===== src/rtl/imem_program_encoder_if.sv =====
// -----------------------------------------------------------------------------
// imem_program_encoder_if
// Bundles the command stream into the encoder and the instruction-memory write
// port out of it.
//   cmd_valid/cmd_ready : command handshake (word transfers when both are high)
//   cmd_last            : final command of a programming session
//   cmd_kind            : 0=LW 1=SW 2=R 3=I-ALU 4=BRANCH (5..7 illegal)
//   cmd_funct3/cmd_alt  : funct3 and funct7[5]
//   cmd_rd/rs1/rs2      : register fields
//   cmd_imm             : signed immediate, [11:0] or [12:1] by kind
//   imem_we/addr/wdata  : registered I_mem write port
// master = command source / memory sink, slave = the encoder.
// -----------------------------------------------------------------------------
interface imem_program_encoder_if;
    logic        cmd_valid;
    logic        cmd_ready;
    logic        cmd_last;
    logic [2:0]  cmd_kind;
    logic [2:0]  cmd_funct3;
    logic        cmd_alt;
    logic [4:0]  cmd_rd;
    logic [4:0]  cmd_rs1;
    logic [4:0]  cmd_rs2;
    logic [12:0] cmd_imm;
    logic        imem_we;
    logic [31:0] imem_addr;
    logic [31:0] imem_wdata;

    modport master (
        output cmd_valid, cmd_last, cmd_kind, cmd_funct3, cmd_alt,
               cmd_rd, cmd_rs1, cmd_rs2, cmd_imm,
        input  cmd_ready, imem_we, imem_addr, imem_wdata
    );

    modport slave (
        input  cmd_valid, cmd_last, cmd_kind, cmd_funct3, cmd_alt,
               cmd_rd, cmd_rs1, cmd_rs2, cmd_imm,
        output cmd_ready, imem_we, imem_addr, imem_wdata
    );
endinterface


===== src/rtl/imem_program_encoder.sv =====
// -----------------------------------------------------------------------------
// imem_program_encoder
// Programs I_mem for the single-cycle RV32I core. Field-level commands arrive
// on the bus, are assembled into 32-bit RISC-V words (LW, SW, R, I-ALU, BRANCH)
// and written to consecutive words starting at BASE_ADDR. The core is held
// (o_cpu_hold) from reset until a session completes, and again while a new
// session is running.
// Ports:
//   clk, rst      : clock, synchronous active-high reset
//   i_start       : pulse that opens a session (ignored while programming)
//   bus           : command stream in, I_mem write port out (slave modport)
//   o_cpu_hold    : core PC must not advance
//   o_done        : session finished, stays high until the next start
//   o_err         : sticky, an illegal command was consumed
//   o_overflow    : sticky, DEPTH words filled before cmd_last
//   o_word_count  : words written in the current session
// -----------------------------------------------------------------------------
module imem_program_encoder #(
    parameter int          DEPTH     = 64,
    parameter logic [31:0] BASE_ADDR = 32'h0000_0000
) (
    input  logic                         clk,
    input  logic                         rst,
    input  logic                         i_start,
    imem_program_encoder_if.slave        bus,
    output logic                         o_cpu_hold,
    output logic                         o_done,
    output logic                         o_err,
    output logic                         o_overflow,
    output logic [$clog2(DEPTH+1)-1:0]   o_word_count
);
    localparam int            CW       = $clog2(DEPTH + 1);
    localparam logic [CW-1:0] LAST_IDX = CW'(DEPTH - 1);

    localparam logic [2:0] KIND_LW = 3'd0;
    localparam logic [2:0] KIND_SW = 3'd1;
    localparam logic [2:0] KIND_R  = 3'd2;
    localparam logic [2:0] KIND_I  = 3'd3;
    localparam logic [2:0] KIND_BR = 3'd4;

    localparam logic [6:0] OP_LOAD   = 7'b0000011;
    localparam logic [6:0] OP_STORE  = 7'b0100011;
    localparam logic [6:0] OP_R      = 7'b0110011;
    localparam logic [6:0] OP_I      = 7'b0010011;
    localparam logic [6:0] OP_BRANCH = 7'b1100011;

    typedef enum logic [1:0] {S_IDLE, S_PROG, S_DONE} state_t;

    state_t          r_state;
    logic            r_stop;
    logic [CW-1:0]   r_index;
    logic [CW-1:0]   r_word_count;
    logic            r_we;
    logic [31:0]     r_addr;
    logic [31:0]     r_wdata;
    logic            r_err;
    logic            r_overflow;
    logic            r_done;
    logic            r_cpu_hold;

    logic            w_legal;
    logic [31:0]     w_enc;
    logic            w_ready;
    logic            w_accept;
    logic            w_depth_hit;

    // Encoder and legality check for the command currently on the bus.
    always_comb begin
        // NOTE: every output of this block gets a default first, so no path
        // can leave one unassigned and infer a latch.
        w_legal = 1'b1;
        w_enc   = 32'h0;
        case (bus.cmd_kind)
            KIND_LW: w_enc = {bus.cmd_imm[11:0], bus.cmd_rs1, 3'b010, bus.cmd_rd, OP_LOAD};
            KIND_SW: w_enc = {bus.cmd_imm[11:5], bus.cmd_rs2, bus.cmd_rs1, 3'b010,
                              bus.cmd_imm[4:0], OP_STORE};
            KIND_R: begin
                w_enc = {1'b0, bus.cmd_alt, 5'b0, bus.cmd_rs2, bus.cmd_rs1,
                         bus.cmd_funct3, bus.cmd_rd, OP_R};
                if (bus.cmd_funct3[2:1] == 2'b01) w_legal = 1'b0;
            end
            KIND_I: begin
                // Shift-immediates carry only a 5-bit shamt; the upper field is zero.
                if (bus.cmd_funct3[1:0] == 2'b01)
                    w_enc = {7'b0, bus.cmd_imm[4:0], bus.cmd_rs1, bus.cmd_funct3, bus.cmd_rd, OP_I};
                else
                    w_enc = {bus.cmd_imm[11:0], bus.cmd_rs1, bus.cmd_funct3, bus.cmd_rd, OP_I};
                if (bus.cmd_funct3[2:1] == 2'b01) w_legal = 1'b0;
            end
            KIND_BR: begin
                w_enc = {bus.cmd_imm[12], bus.cmd_imm[10:5], bus.cmd_rs2, bus.cmd_rs1,
                         bus.cmd_funct3, bus.cmd_imm[4:1], bus.cmd_imm[11], OP_BRANCH};
                if (!(bus.cmd_funct3 inside {3'b000, 3'b001, 3'b100})) w_legal = 1'b0;
                if (bus.cmd_imm[0]) w_legal = 1'b0;
            end
            default: w_legal = 1'b0;
        endcase
        // funct7[5] is only meaningful for SUB.
        if (bus.cmd_alt && !(bus.cmd_kind == KIND_R && bus.cmd_funct3 == 3'b000))
            w_legal = 1'b0;
    end

    assign w_ready     = (r_state == S_PROG) && !r_stop;
    assign w_accept    = w_ready && bus.cmd_valid;
    assign w_depth_hit = w_legal && (r_index == LAST_IDX);

    always_ff @(posedge clk) begin
        if (rst) begin
            r_state      <= S_IDLE;
            r_stop       <= 1'b0;
            r_index      <= '0;
            r_word_count <= '0;
            r_we         <= 1'b0;
            r_addr       <= BASE_ADDR;
            r_wdata      <= 32'h0;
            r_err        <= 1'b0;
            r_overflow   <= 1'b0;
            r_done       <= 1'b0;
            r_cpu_hold   <= 1'b1;
        end else begin
            // NOTE: non-blocking throughout; the write strobe defaults low so
            // it is a single-cycle pulse, and later assignments below override.
            r_we <= 1'b0;
            if (r_we) r_word_count <= r_word_count + CW'(1);

            case (r_state)
                S_IDLE, S_DONE: begin
                    if (i_start) begin
                        r_state      <= S_PROG;
                        r_stop       <= 1'b0;
                        r_index      <= '0;
                        r_word_count <= '0;
                        r_err        <= 1'b0;
                        r_overflow   <= 1'b0;
                        r_done       <= 1'b0;
                        r_cpu_hold   <= 1'b1;
                    end
                end
                S_PROG: begin
                    if (r_stop) begin
                        // The final write issued last cycle; release the core.
                        r_state    <= S_DONE;
                        r_done     <= 1'b1;
                        r_cpu_hold <= 1'b0;
                    end else if (w_accept) begin
                        if (w_legal) begin
                            r_we    <= 1'b1;
                            r_addr  <= BASE_ADDR + (32'(r_index) << 2);
                            r_wdata <= w_enc;
                            r_index <= r_index + CW'(1);
                        end else begin
                            r_err <= 1'b1;
                        end
                        if (bus.cmd_last || w_depth_hit) r_stop     <= 1'b1;
                        if (!bus.cmd_last && w_depth_hit) r_overflow <= 1'b1;
                    end
                end
                default: r_state <= S_IDLE;
            endcase
        end
    end

    assign bus.cmd_ready  = w_ready;
    assign bus.imem_we    = r_we;
    assign bus.imem_addr  = r_addr;
    assign bus.imem_wdata = r_wdata;
    assign o_cpu_hold     = r_cpu_hold;
    assign o_done         = r_done;
    assign o_err          = r_err;
    assign o_overflow     = r_overflow;
    assign o_word_count   = r_word_count;

endmodule


===== src/flat_wrapper.sv =====
// flat-port wrapper written by rule: the top's interface ports become plain ports
module imem_program_encoder_flat 
#(
    parameter int          DEPTH     = 64,
    parameter logic [31:0] BASE_ADDR = 32'h0000_0000
)
  (clk, rst, i_start, o_cpu_hold, o_done, o_err, o_overflow, o_word_count, bus_cmd_valid, bus_cmd_last, bus_cmd_kind, bus_cmd_funct3, bus_cmd_alt, bus_cmd_rd, bus_cmd_rs1, bus_cmd_rs2, bus_cmd_imm, bus_cmd_ready, bus_imem_we, bus_imem_addr, bus_imem_wdata);
  imem_program_encoder_if bus_i ();
  input  logic clk;
  input  logic rst;
  input  logic i_start;
  output logic o_cpu_hold;
  output logic o_done;
  output logic o_err;
  output logic o_overflow;
  output logic [$clog2(DEPTH+1)-1:0] o_word_count;
  input wire logic [$bits(bus_i.cmd_valid)-1:0] bus_cmd_valid;
  input wire logic [$bits(bus_i.cmd_last)-1:0] bus_cmd_last;
  input wire logic [$bits(bus_i.cmd_kind)-1:0] bus_cmd_kind;
  input wire logic [$bits(bus_i.cmd_funct3)-1:0] bus_cmd_funct3;
  input wire logic [$bits(bus_i.cmd_alt)-1:0] bus_cmd_alt;
  input wire logic [$bits(bus_i.cmd_rd)-1:0] bus_cmd_rd;
  input wire logic [$bits(bus_i.cmd_rs1)-1:0] bus_cmd_rs1;
  input wire logic [$bits(bus_i.cmd_rs2)-1:0] bus_cmd_rs2;
  input wire logic [$bits(bus_i.cmd_imm)-1:0] bus_cmd_imm;
  output wire logic [$bits(bus_i.cmd_ready)-1:0] bus_cmd_ready;
  output wire logic [$bits(bus_i.imem_we)-1:0] bus_imem_we;
  output wire logic [$bits(bus_i.imem_addr)-1:0] bus_imem_addr;
  output wire logic [$bits(bus_i.imem_wdata)-1:0] bus_imem_wdata;
  assign bus_i.cmd_valid = bus_cmd_valid;
  assign bus_i.cmd_last = bus_cmd_last;
  assign bus_i.cmd_kind = bus_cmd_kind;
  assign bus_i.cmd_funct3 = bus_cmd_funct3;
  assign bus_i.cmd_alt = bus_cmd_alt;
  assign bus_i.cmd_rd = bus_cmd_rd;
  assign bus_i.cmd_rs1 = bus_cmd_rs1;
  assign bus_i.cmd_rs2 = bus_cmd_rs2;
  assign bus_i.cmd_imm = bus_cmd_imm;
  assign bus_cmd_ready = bus_i.cmd_ready;
  assign bus_imem_we = bus_i.imem_we;
  assign bus_imem_addr = bus_i.imem_addr;
  assign bus_imem_wdata = bus_i.imem_wdata;
  imem_program_encoder #(.DEPTH(DEPTH), .BASE_ADDR(BASE_ADDR)) u_core (.clk(clk), .rst(rst), .i_start(i_start), .bus(bus_i), .o_cpu_hold(o_cpu_hold), .o_done(o_done), .o_err(o_err), .o_overflow(o_overflow), .o_word_count(o_word_count));
endmodule

===== config.mk =====
export PLATFORM = sky130hd
export DESIGN_NAME = imem_program_encoder_flat
export DESIGN_NICKNAME = d
export VERILOG_FILES = /design/src/rtl/imem_program_encoder_if.sv /design/src/rtl/imem_program_encoder.sv /design/src/flat_wrapper.sv
export SDC_FILE = /design/constraint.sdc
export NUM_CORES = 1
export LEC_CHECK = 0
export ABC_AREA = 0
export CAP_MARGIN = 15
export CORE_MARGIN = 1
export CORE_UTILIZATION = 40
export DETAILED_ROUTE_END_ITERATION = 8
export DONT_BUFFER_PORTS = 1
export SLEW_MARGIN = 20
export SYNTH_ARGS = -nofsm -noshare
export SYNTH_HDL_FRONTEND = slang
export SYNTH_SLANG_ARGS = --single-unit

===== constraint.sdc =====
create_clock -name clk -period 5.5 [get_ports clk]
set_clock_uncertainty 0.2 [all_clocks]
set_input_delay 1.1 -clock clk [delete_from_list [all_inputs] [get_ports clk]]
set_output_delay 1.1 -clock clk [all_outputs]
set_load 0.02 [all_outputs]

==> results of run 1 <==
-- stage by stage --
step,hold slack (ns),instance area [um^2]
finish,0.2897,2880
detailed placement,0.2687,2676
CTS,0.2879,2880
global route,0.3138,2880
floorplan,0.2450,2859
global placement,0.2714,2676
-- power by group through the flow --
stage                     clock, W  sequential (W)  combinational (W)
after floorplan                  0        0.000441          0.0000779
after global placement           0        0.000443          0.0000619
after detailed placement         0        0.000443          0.0000625
after CTS                 0.000410        0.000434          0.0000628
after global routing      0.000434        0.000434          0.0000695
final                     0.000399        0.000434          0.0000628
-- flip-flops by register name (all words and copies together), names as in the netlist, 2 cells and up --
register	count
u_core.bus.imem_addr	7
u_core.bus.imem_wdata	29
u_core.o_word_count	7
u_core.r_index	7
u_core.r_state	2
-- cells by family after synthesis --
family | count (synthesis)
adders and majority gates | 2
buffers and inverters | 50
muxes | 6
and+or+nand+nor | 149
DFF | 58
other | 1
xor gates and xnor gates | 6
AOI/OAI and AO/OA | 74
-- cell usage after synthesis, types with 5 or more instances --
master,count,area (um^2)
a211oi_1,8,60.06
a21oi_1,37,185.2
a22oi_1,5,37.54
buf_4,28,210.2
clkbuf_1,15,56.30
dfxtp_1,58,1161
mux2i_1,6,60.06
nand2_1,50,187.7
nand2b_1,5,31.28
nand3_1,10,50.05
nor2_1,41,153.9
nor2b_1,12,75.07
nor3_1,14,70.07
o22ai_1,5,31.28
-- worst max-delay path, delay by kind of cell --
family,cells,cell delay [ns]
AOI/OAI and AO/OA,3,0.54
and+or+nand+nor,2,0.99
buffers and inverters,1,0.37
-- final timing paths --
kind / to / startpoint / depth (start not counted)
hold / removal: u_core.bus.imem_addr[7]$_SDFFE_PP0P_ / u_core.r_index[5]$_SDFFE_PP0P_ / 2
setup / recovery: u_core.r_index[6]$_SDFFE_PP0P_ / bus_cmd_kind[0] / 6
hold reg to reg: u_core.bus.imem_addr[7]$_SDFFE_PP0P_ / u_core.r_index[5]$_SDFFE_PP0P_ / 2
setup reg to reg: u_core.r_index[6]$_SDFFE_PP0P_ / u_core.r_state[0]$_SDFFE_PP0P_ / 8
-- final cells by class --
class	count	area [um^2]
inverters	3	11.26
well taps	77	96.34
fillers	670	3615
multi-input cells	264	1400
repair buffers	1	7.507
clock inverters	2	35.03
clock buffers	13	168.9
flip-flops and latches	58	1161
-- layer usage --
layer / share of wire [%] / vias to the layer above / track usage [%]
met5: 0 / - / 0
met1: 43 / 998 / 21.89
met4: 1.3 / 0 / 6.471
met3: 8.8 / 10 / 7.685
li1: - / 1117 / -
met2: 47 / 88 / 28.67
==> results.sh, run 1 <==
export IMPL_status="finished, final reports clean"
export IMPL_finalNetCount=379
export IMPL_syn2layout_area_growth_pct=4.304
export IMPL_yosysSeqAreaShare_pct=42.05
export IMPL_hold_class="reg2reg"
export IMPL_combPwrFrac_pct=7.0
export IMPL_yosys_area_share_adder_pct=0.9062
export IMPL_cts_tree="built"
export IMPL_diodes=0
export IMPL_root_buffer="clkbuf_8"
export IMPL_synthXorXnorAreaFrac_pct=1.903
export IMPL_port_buffers=0
export IMPL_first_global_vias=2026
export IMPL_dp_hpwl_um=4487
export IMPL_leakage_nw=1.051
export IMPL_power_frac_seq_pct=48.4
export IMPL_power_switching_w=0.0002075
export IMPL_fin_crit_ns=2.995
export IMPL_die_h_um=85.09
export IMPL_synthArstFlopShare_pct=0
export IMPL_fin_cells=418
export IMPL_fin_ws_ns=2.505
export IMPL_start_util_pct=42.52
export IMPL_rsz0062_at_grt="false"
export IMPL_ctsLongestPathBuffers=2
export IMPL_yosysUniqueCellTypes=44
export IMPL_slew_headroom_pct=44.09
export IMPL_drv_slew=0
export IMPL_avgSynthCellArea_um2=7.981
export IMPL_clock_sinks=58
export IMPL_p_clk_share_pct=44.6
export IMPL_finalCritPeriodShare_pct=54.45
export IMPL_hold_viol=0
export IMPL_synth_flop_cell="dfxtp_1"
export IMPL_synthSimpleGateAreaFrac_pct=25.28
export IMPL_grt_pass1_wl_um=10180
export IMPL_synth_compound_area_share_pct=16.76
export IMPL_drt_iter0_drc=136
export IMPL_drt_total_wl_um=6315
export IMPL_cts_setup_buffers=0
export IMPL_postRouteAntennaNets=0
export IMPL_synth_edff_count=0
export IMPL_antenna_found_initial=0
export IMPL_muxShareOfSynthArea_pct=2.175
export IMPL_clk_pin_slew_ns=0.06
export IMPL_synth_cell_area_um2=2761
export IMPL_switching_share_pct=23.16
export IMPL_worst_ir_drop_vdd_uv=154.9
export IMPL_setup_tns_ns=0
export IMPL_ios=117
export IMPL_final_cell_mix="dfxtp_1 (58), nand2_1 (50), nor2_1 (41)"
export IMPL_wire_per_inst_um=15.11
export IMPL_synthCells=346
export IMPL_critical_path_max_stage_delay_ns=0.63
export IMPL_core_rowCount=29
export IMPL_vias=2213
export IMPL_p_int_w=0.0006881
export IMPL_dieArea_um2=7239
export IMPL_dp_slack_ns=2.167
export IMPL_insertion_delay_ns=0.33
export IMPL_path_cells="nor3b_4 -> o2bb2ai_1 -> and2_1 -> buf_4 -> o21ai_0 -> a22o_1"
export IMPL_cp_required_ns=5.52
export IMPL_dp_cells=403
export IMPL_yosysWarnings=0
export IMPL_critical_path_class="in2reg"
export IMPL_grt_ovfl_total=0
export IMPL_ys_ff_latch=58
export IMPL_core_region_area_um2=6495
export IMPL_critPathLaunchType="input pin"
export IMPL_power_w=0.0008956
export IMPL_cts_resized=0
export IMPL_grt_max_degree=47
export IMPL_gp_congestion=0.7828
export IMPL_cts_buffers=9
export IMPL_worstPathArrival_ns=3.01
export IMPL_final_util_pct=44.35
export IMPL_setup_violations=0
export IMPL_drive_above_1_share_pct=5.865
export IMPL_crit_path_end_kind="register"
export IMPL_post_drt_via_cell_ratio=5.294
export IMPL_grt_usage_pct=18.07
export IMPL_max_freq_mhz=333.9
export IMPL_htree_levels=3
export IMPL_synth_top_family_by_area="simple AND/OR/NAND/NOR gates"
export IMPL_mostFrequentLayoutCell="dfxtp_1"
export IMPL_cp_max_fo=22
export IMPL_fp_dieW_um=85.09
export IMPL_cpMaxStageDelayCell="and2_1"
export IMPL_rrSetupSlack_ns=2.72
export IMPL_dr_pass1_iters=7
export IMPL_drv_cap=0
export IMPL_drc_errors=0
export IMPL_worst_slew_pin_slew_ns=0.8357
export IMPL_ctsHoldBuffers=0
export IMPL_power_density_nw_per_um2=310.9
Power figures use the tool's default switching activity.
==> run 2: changes to the inputs <==
- clock period: 5.5 -> 2.9 ns (I/O delays scaled with it)
==> run 2 against run 1 <==
Compared with the run above: routed wire length down 0.27%; worst setup slack got worse by 1.9 ns; largest power group unchanged; first-iteration DRC count fell by 38%; sequential share of layout area rose by 0.14 points; cell area down 0.35%.
==> results.sh, run 2 (synthesis gave the netlist of run 1 again) <==
export IMPL_ios=117
export IMPL_critPathLaunchType="register"
export IMPL_drt_total_wl_um=6298
export IMPL_grt_ovfl_total=0
export IMPL_worst_slew_pin_slew_ns=0.5410
export IMPL_ctsLongestPathBuffers=2
export IMPL_start_util_pct=42.52
export IMPL_post_drt_via_cell_ratio=5.213
export IMPL_power_density_nw_per_um2=548.0
export IMPL_dieArea_um2=7239
export IMPL_fin_crit_ns=2.305
export IMPL_grtUsageMet3_pct=7.393
export IMPL_ff2ff_path_depth=8
export IMPL_first_global_vias=2106
export IMPL_drv_cap=0
export IMPL_drc_errors=0
export IMPL_core_region_area_um2=6495
export IMPL_critical_path_class="reg2reg"
export IMPL_grt_usage_pct=17.83
export IMPL_diodes=0
export IMPL_cp_max_fo=22
export IMPL_fp_dieW_um=85.09
export IMPL_reg2reg_from="u_core.r_state[0]$_SDFFE_PP0P_"
export IMPL_crit_path_end_kind="register"
export IMPL_clk_pin_slew_ns=0.06
export IMPL_htree_levels=3
export IMPL_hold_viol=0
export IMPL_hold_class="in2reg"
export IMPL_worst_ir_drop_vdd_uv=218.6
export IMPL_ctsHoldBuffers=0
export IMPL_syn2layout_area_growth_pct=3.942
export IMPL_drt_iter0_drc=84
export IMPL_slew_headroom_pct=63.93
export IMPL_leakage_nw=1.052
export IMPL_mostFrequentLayoutCell="dfxtp_1"
export IMPL_drive_above_1_share_pct=6.647
export IMPL_setup_tns_ns=0
export IMPL_power_w=0.001573
export IMPL_grt_pass1_wl_um=10280
export IMPL_cp_required_ns=2.94
export IMPL_max_freq_mhz=433.8
export IMPL_cts_tree="built"
export IMPL_postRouteAntennaNets=0
export IMPL_cts_buffers=9
export IMPL_wire_per_inst_um=14.89
export IMPL_cts_resized=0
export IMPL_final_cell_mix="dfxtp_1 (58), nand2_1 (50), nor2_1 (41)"
export IMPL_hold_path_depth=1
export IMPL_core_rowCount=29
export IMPL_met1_usage_pct=21.77
export IMPL_gp_congestion=0.7606
export IMPL_grt_max_degree=47
export IMPL_use_met2_pct=28.59
export IMPL_rsz0062_at_grt="false"
export IMPL_grt_busiest_layer="met2"
export IMPL_vias=2205
export IMPL_hold_path_startpoint="rst"
export IMPL_setup_violations=0
export IMPL_finalCritPeriodShare_pct=79.49
export IMPL_drv_slew=0
export IMPL_worstHoldEndpoint="u_core.bus.imem_wdata[19]$_SDFFE_PP0P_"
export IMPL_cts_setup_buffers=0
export IMPL_status="finished, final reports clean"
export IMPL_insertion_delay_ns=0.33
export IMPL_port_buffers=0
export IMPL_largest_register_ffs=29
export IMPL_dr_pass1_iters=4
export IMPL_clock_sinks=58
export IMPL_rrSetupSlack_ns=0.59
export IMPL_dp_hpwl_um=4375
export IMPL_root_buffer="clkbuf_8"
export IMPL_finalNetCount=383
export IMPL_worstPathArrival_ns=2.34
export IMPL_worstReg2RegEnd="u_core.bus.imem_wdata[5]$_SDFFE_PP0P_"
export IMPL_die_h_um=85.09
export IMPL_hold_ws_ns=0.1182
export IMPL_antenna_found_initial=0
## run 2: how the worst max path moves through the flow
stage                                              start                                endpoint  slack, ns  depth (start not counted)
final                     u_core.r_state[0]$_SDFFE_PP0P_   u_core.bus.imem_wdata[5]$_SDFFE_PP0P_       0.59                          8
after CTS                 u_core.r_state[0]$_SDFFE_PP0P_  u_core.bus.imem_wdata[24]$_SDFFE_PP0P_       0.54                          8
after global placement                   bus_cmd_kind[0]  u_core.bus.imem_wdata[24]$_SDFFE_PP0P_       0.53                          6
after global routing      u_core.r_state[0]$_SDFFE_PP0P_  u_core.bus.imem_wdata[24]$_SDFFE_PP0P_       0.32                          8
after detailed placement  u_core.r_state[0]$_SDFFE_PP0P_  u_core.bus.imem_wdata[24]$_SDFFE_PP0P_       0.53                          8
after floorplan                          bus_cmd_kind[0]          u_core.r_index[5]$_SDFFE_PP0P_       0.79                          5
## run 2: layout make-up
class,instances,area [um^2]
clock buffer,13,148.9
timing repair buffer,5,37.54
inverter,3,11.26
sequential,58,1161
clock inverter,3,15.01
multi-input combinational,264,1400
tap,77,96.34
fill,671,3625
## run 2: stage by stage
stage	util [%]	setup slack, ns	cells	cell area (um^2)
floorplan	-	0.7900	372	2859
global placement	41.67	0.5333	407	2706
detailed placement	41.67	0.5317	407	2706
CTS	44.19	0.5367	423	2870
global route	44.19	0.3177	423	2870
finish	44.19	0.5947	423	2870
## run 2: worst max-delay path: stages (launching register included)
cell and delay (ns):
dfxtp_1 0.34, nor2b_1 0.24, nand2b_1 0.11, inv_1 0.22, o2111a_1 0.25, and2_1 0.26
buf_4 0.30, nor2_1 0.06, a211oi_1 0.22
## run 2: power breakdown
| group | leakage [nW] | internal, W | switching (W) |
|---|---|---|---|
| registers | 0.468 | 0.000806 | 0.0000158 |
| clock network | 0.0872 | 0.000330 | 0.000299 |
| logic | 0.497 | 0.0000404 | 0.0000823 |
| total | 1.05 | 0.00118 | 0.000397 |
## run 2: layer usage
layer,share of wire (%),vias up
met5,0,-
li1,-,1126
met4,1.0,0
met2,46,77
met3,7.8,7
met1,45,995
==> run 3: changes to the inputs <==
- clock period: 2.9 -> 2.1 ns (I/O delays scaled with it)
==> run 3 against run 2 <==
Compared with the run above: worst setup slack worse by 0.42 ns; utilization increased by 1.4 points; non-clock buffer count increased by 7; sequential share of layout area decreased by 1.2 points; power increased by 40%; largest power group unchanged; sequential power up 39%; via count rose by 3.2%; largest cell class unchanged; cell area is 3.1% higher; clock-buffer cell count unchanged; register-to-register slack worse by 0.42 ns.
==> results.sh, run 3 (synthesis gave the netlist of run 1 again) <==
export IMPL_diodes=0
export IMPL_postRouteAntennaNets=0
export IMPL_critical_path_max_stage_delay_ns=0.52
export IMPL_drt_total_wl_um=6460
export IMPL_first_global_vias=2213
export IMPL_vias=2276
export IMPL_drv_cap=0
export IMPL_htree_levels=3
export IMPL_grt_usage_pct=18.87
export IMPL_setup_tns_ns=0
export IMPL_wire_per_inst_um=15.02
export IMPL_core_rowCount=29
export IMPL_dp_slack_ns=0.04234
export IMPL_drc_errors=0
export IMPL_clk_pin_slew_ns=0.06
export IMPL_power_density_nw_per_um2=744.8
export IMPL_drt_iter0_drc=87
export IMPL_ios=117
export IMPL_setup_violations=0
export IMPL_worstPathArrival_ns=1.98
export IMPL_grt_pass1_wl_um=10730
export IMPL_hold_viol=0
export IMPL_fp_dieW_um=85.09
export IMPL_finalCritPeriodShare_pct=91.64
export IMPL_cp_required_ns=2.16
export IMPL_ctsLongestPathBuffers=2
export IMPL_path_delay_family="simple AND/OR/NAND/NOR gates"
export IMPL_die_h_um=85.09
export IMPL_core_region_area_um2=6495
export IMPL_worst_ir_drop_vdd_uv=386.7
export IMPL_drv_slew=0
export IMPL_cp_max_fo=6
export IMPL_drive_above_1_share_pct=9.065
export IMPL_grt_ovfl_total=0
export IMPL_path_cells="nor2b_2 -> nand2b_1 -> inv_1 -> o2111a_1 -> nand2_2 -> or4_1 -> a21oi_1"
export IMPL_finalNetCount=390
export IMPL_largest_register_ffs=29
export IMPL_insertion_delay_ns=0.33
export IMPL_critical_path_class="reg2reg"
export IMPL_dieArea_um2=7239
export IMPL_cp_num_buf_inv=1
export IMPL_critPathLaunchType="register"
export IMPL_leakage_nw=1.097
export IMPL_antenna_found_initial=0
export IMPL_clock_sinks=58
export IMPL_root_buffer="clkbuf_8"
export IMPL_cts_buffers=9
export IMPL_grt_max_degree=44
export IMPL_port_buffers=0
export IMPL_post_drt_via_cell_ratio=5.293
export IMPL_rsz0062_at_grt="false"
export IMPL_dr_pass1_iters=4
export IMPL_fin_area_um2=2959
export IMPL_status="finished, final reports clean"
export IMPL_crit_path_end_kind="register"
export IMPL_hold_class="in2reg"
export IMPL_syn2layout_area_growth_pct=7.159
export IMPL_dp_hpwl_um=4473
export IMPL_gp_congestion=0.7973
export IMPL_fin_ws_ns=0.1756
export IMPL_cpMaxStageDelayCell="or4_1"
export IMPL_final_cell_mix="dfxtp_1 (58), nand2_1 (50), nor2_1 (41)"
export IMPL_fin_crit_ns=1.924
export IMPL_start_util_pct=42.52
export IMPL_max_freq_mhz=519.6
export IMPL_placed_area_um2=2764
export IMPL_mostFrequentLayoutCell="dfxtp_1"
export IMPL_fillers=683
export IMPL_cts_tree="built"
-- run 3: cell types whose count changed in the layout (fill, tap and decap cells not counted), sizes merged --
cell	delta
buf	+7
-- run 3: layout make-up --
cell class                 count  area (um^2)  area share [%]
multi-input combinational    264         1408           47.57
sequential                    58         1161           39.24
clock buffer                  13        148.9           5.032
timing repair buffer          12        118.9           4.017
tap                           77        96.34           3.256
clock inverter                 3        15.01          0.5074
inverter                       3        11.26          0.3805
-- run 3: worst register-to-register path, cell delays in order, from the launching register on --
cell      delay, ns
dfxtp_1        0.35
nor2b_2        0.16
nand2b_1       0.08
inv_1          0.10
o2111a_1       0.21
nand2_2        0.10
or4_1          0.52
a21oi_1        0.14
-- run 3: final timing paths --
| check | from | end | slack (ns) | cells after the start |
|---|---|---|---|---|
| worst min-delay path | bus_cmd_rs1[4] | u_core.bus.imem_wdata[19]$_SDFFE_PP0P_ | 0.02 | 2 |
| worst max-delay path | u_core.r_state[0]$_SDFFE_PP0P_ | u_core.r_index[5]$_SDFFE_PP0P_ | 0.18 | 7 |
| worst min register to register | u_core.r_index[4]$_SDFFE_PP0P_ | u_core.bus.imem_addr[6]$_SDFFE_PP0P_ | 0.29 | 2 |
| worst max register to register | u_core.r_state[0]$_SDFFE_PP0P_ | u_core.r_index[5]$_SDFFE_PP0P_ | 0.18 | 7 |
-- run 3: routing by layer --
| layer | GRT usage [%] | part of all wire (%) | vias up |
|---|---|---|---|
| li1 | - | - | 1135 |
| met1 | 21.87 | 42 | 1043 |
| met2 | 31.30 | 49 | 92 |
| met3 | 7.198 | 8.7 | 6 |
| met4 | 7.704 | 0.77 | 0 |
| met5 | 0 | 0 | - |
-- run 3: repair_timing --
| item | CTS | global route |
|---|---|---|
| hold endpoints to repair | 43 | 0 |
| hold buffers | 1 | 0 |
| resized for setup | 0 | 3 |
| setup endpoints to repair | 0 | 7 |
| buffers inserted | 0 | 0 |
-- run 3: per-stage QoR --
stage	hold WS (ns)	instances	utilization, %	total power (W)
6_report	0.02109	430	45.56	0.002204
5_1_grt	0.01324	430	45.56	0.002314
4_1_cts	0.004670	430	45.39	0.002242
3_5_place_dp	0.2781	413	42.55	0.001341
3_3_place_gp	0.2726	413	42.55	0.001339
2_1_floorplan	0.2450	372	-	0.001360
-- run 3: where the power goes --
group	switching, W	total, W	internal, W	leakage [nW]
Sequential	0.0000219	0.00114	0.00111	0.468
Clock	0.000413	0.000869	0.000455	0.0872
Combinational	0.000130	0.000200	0.0000700	0.542
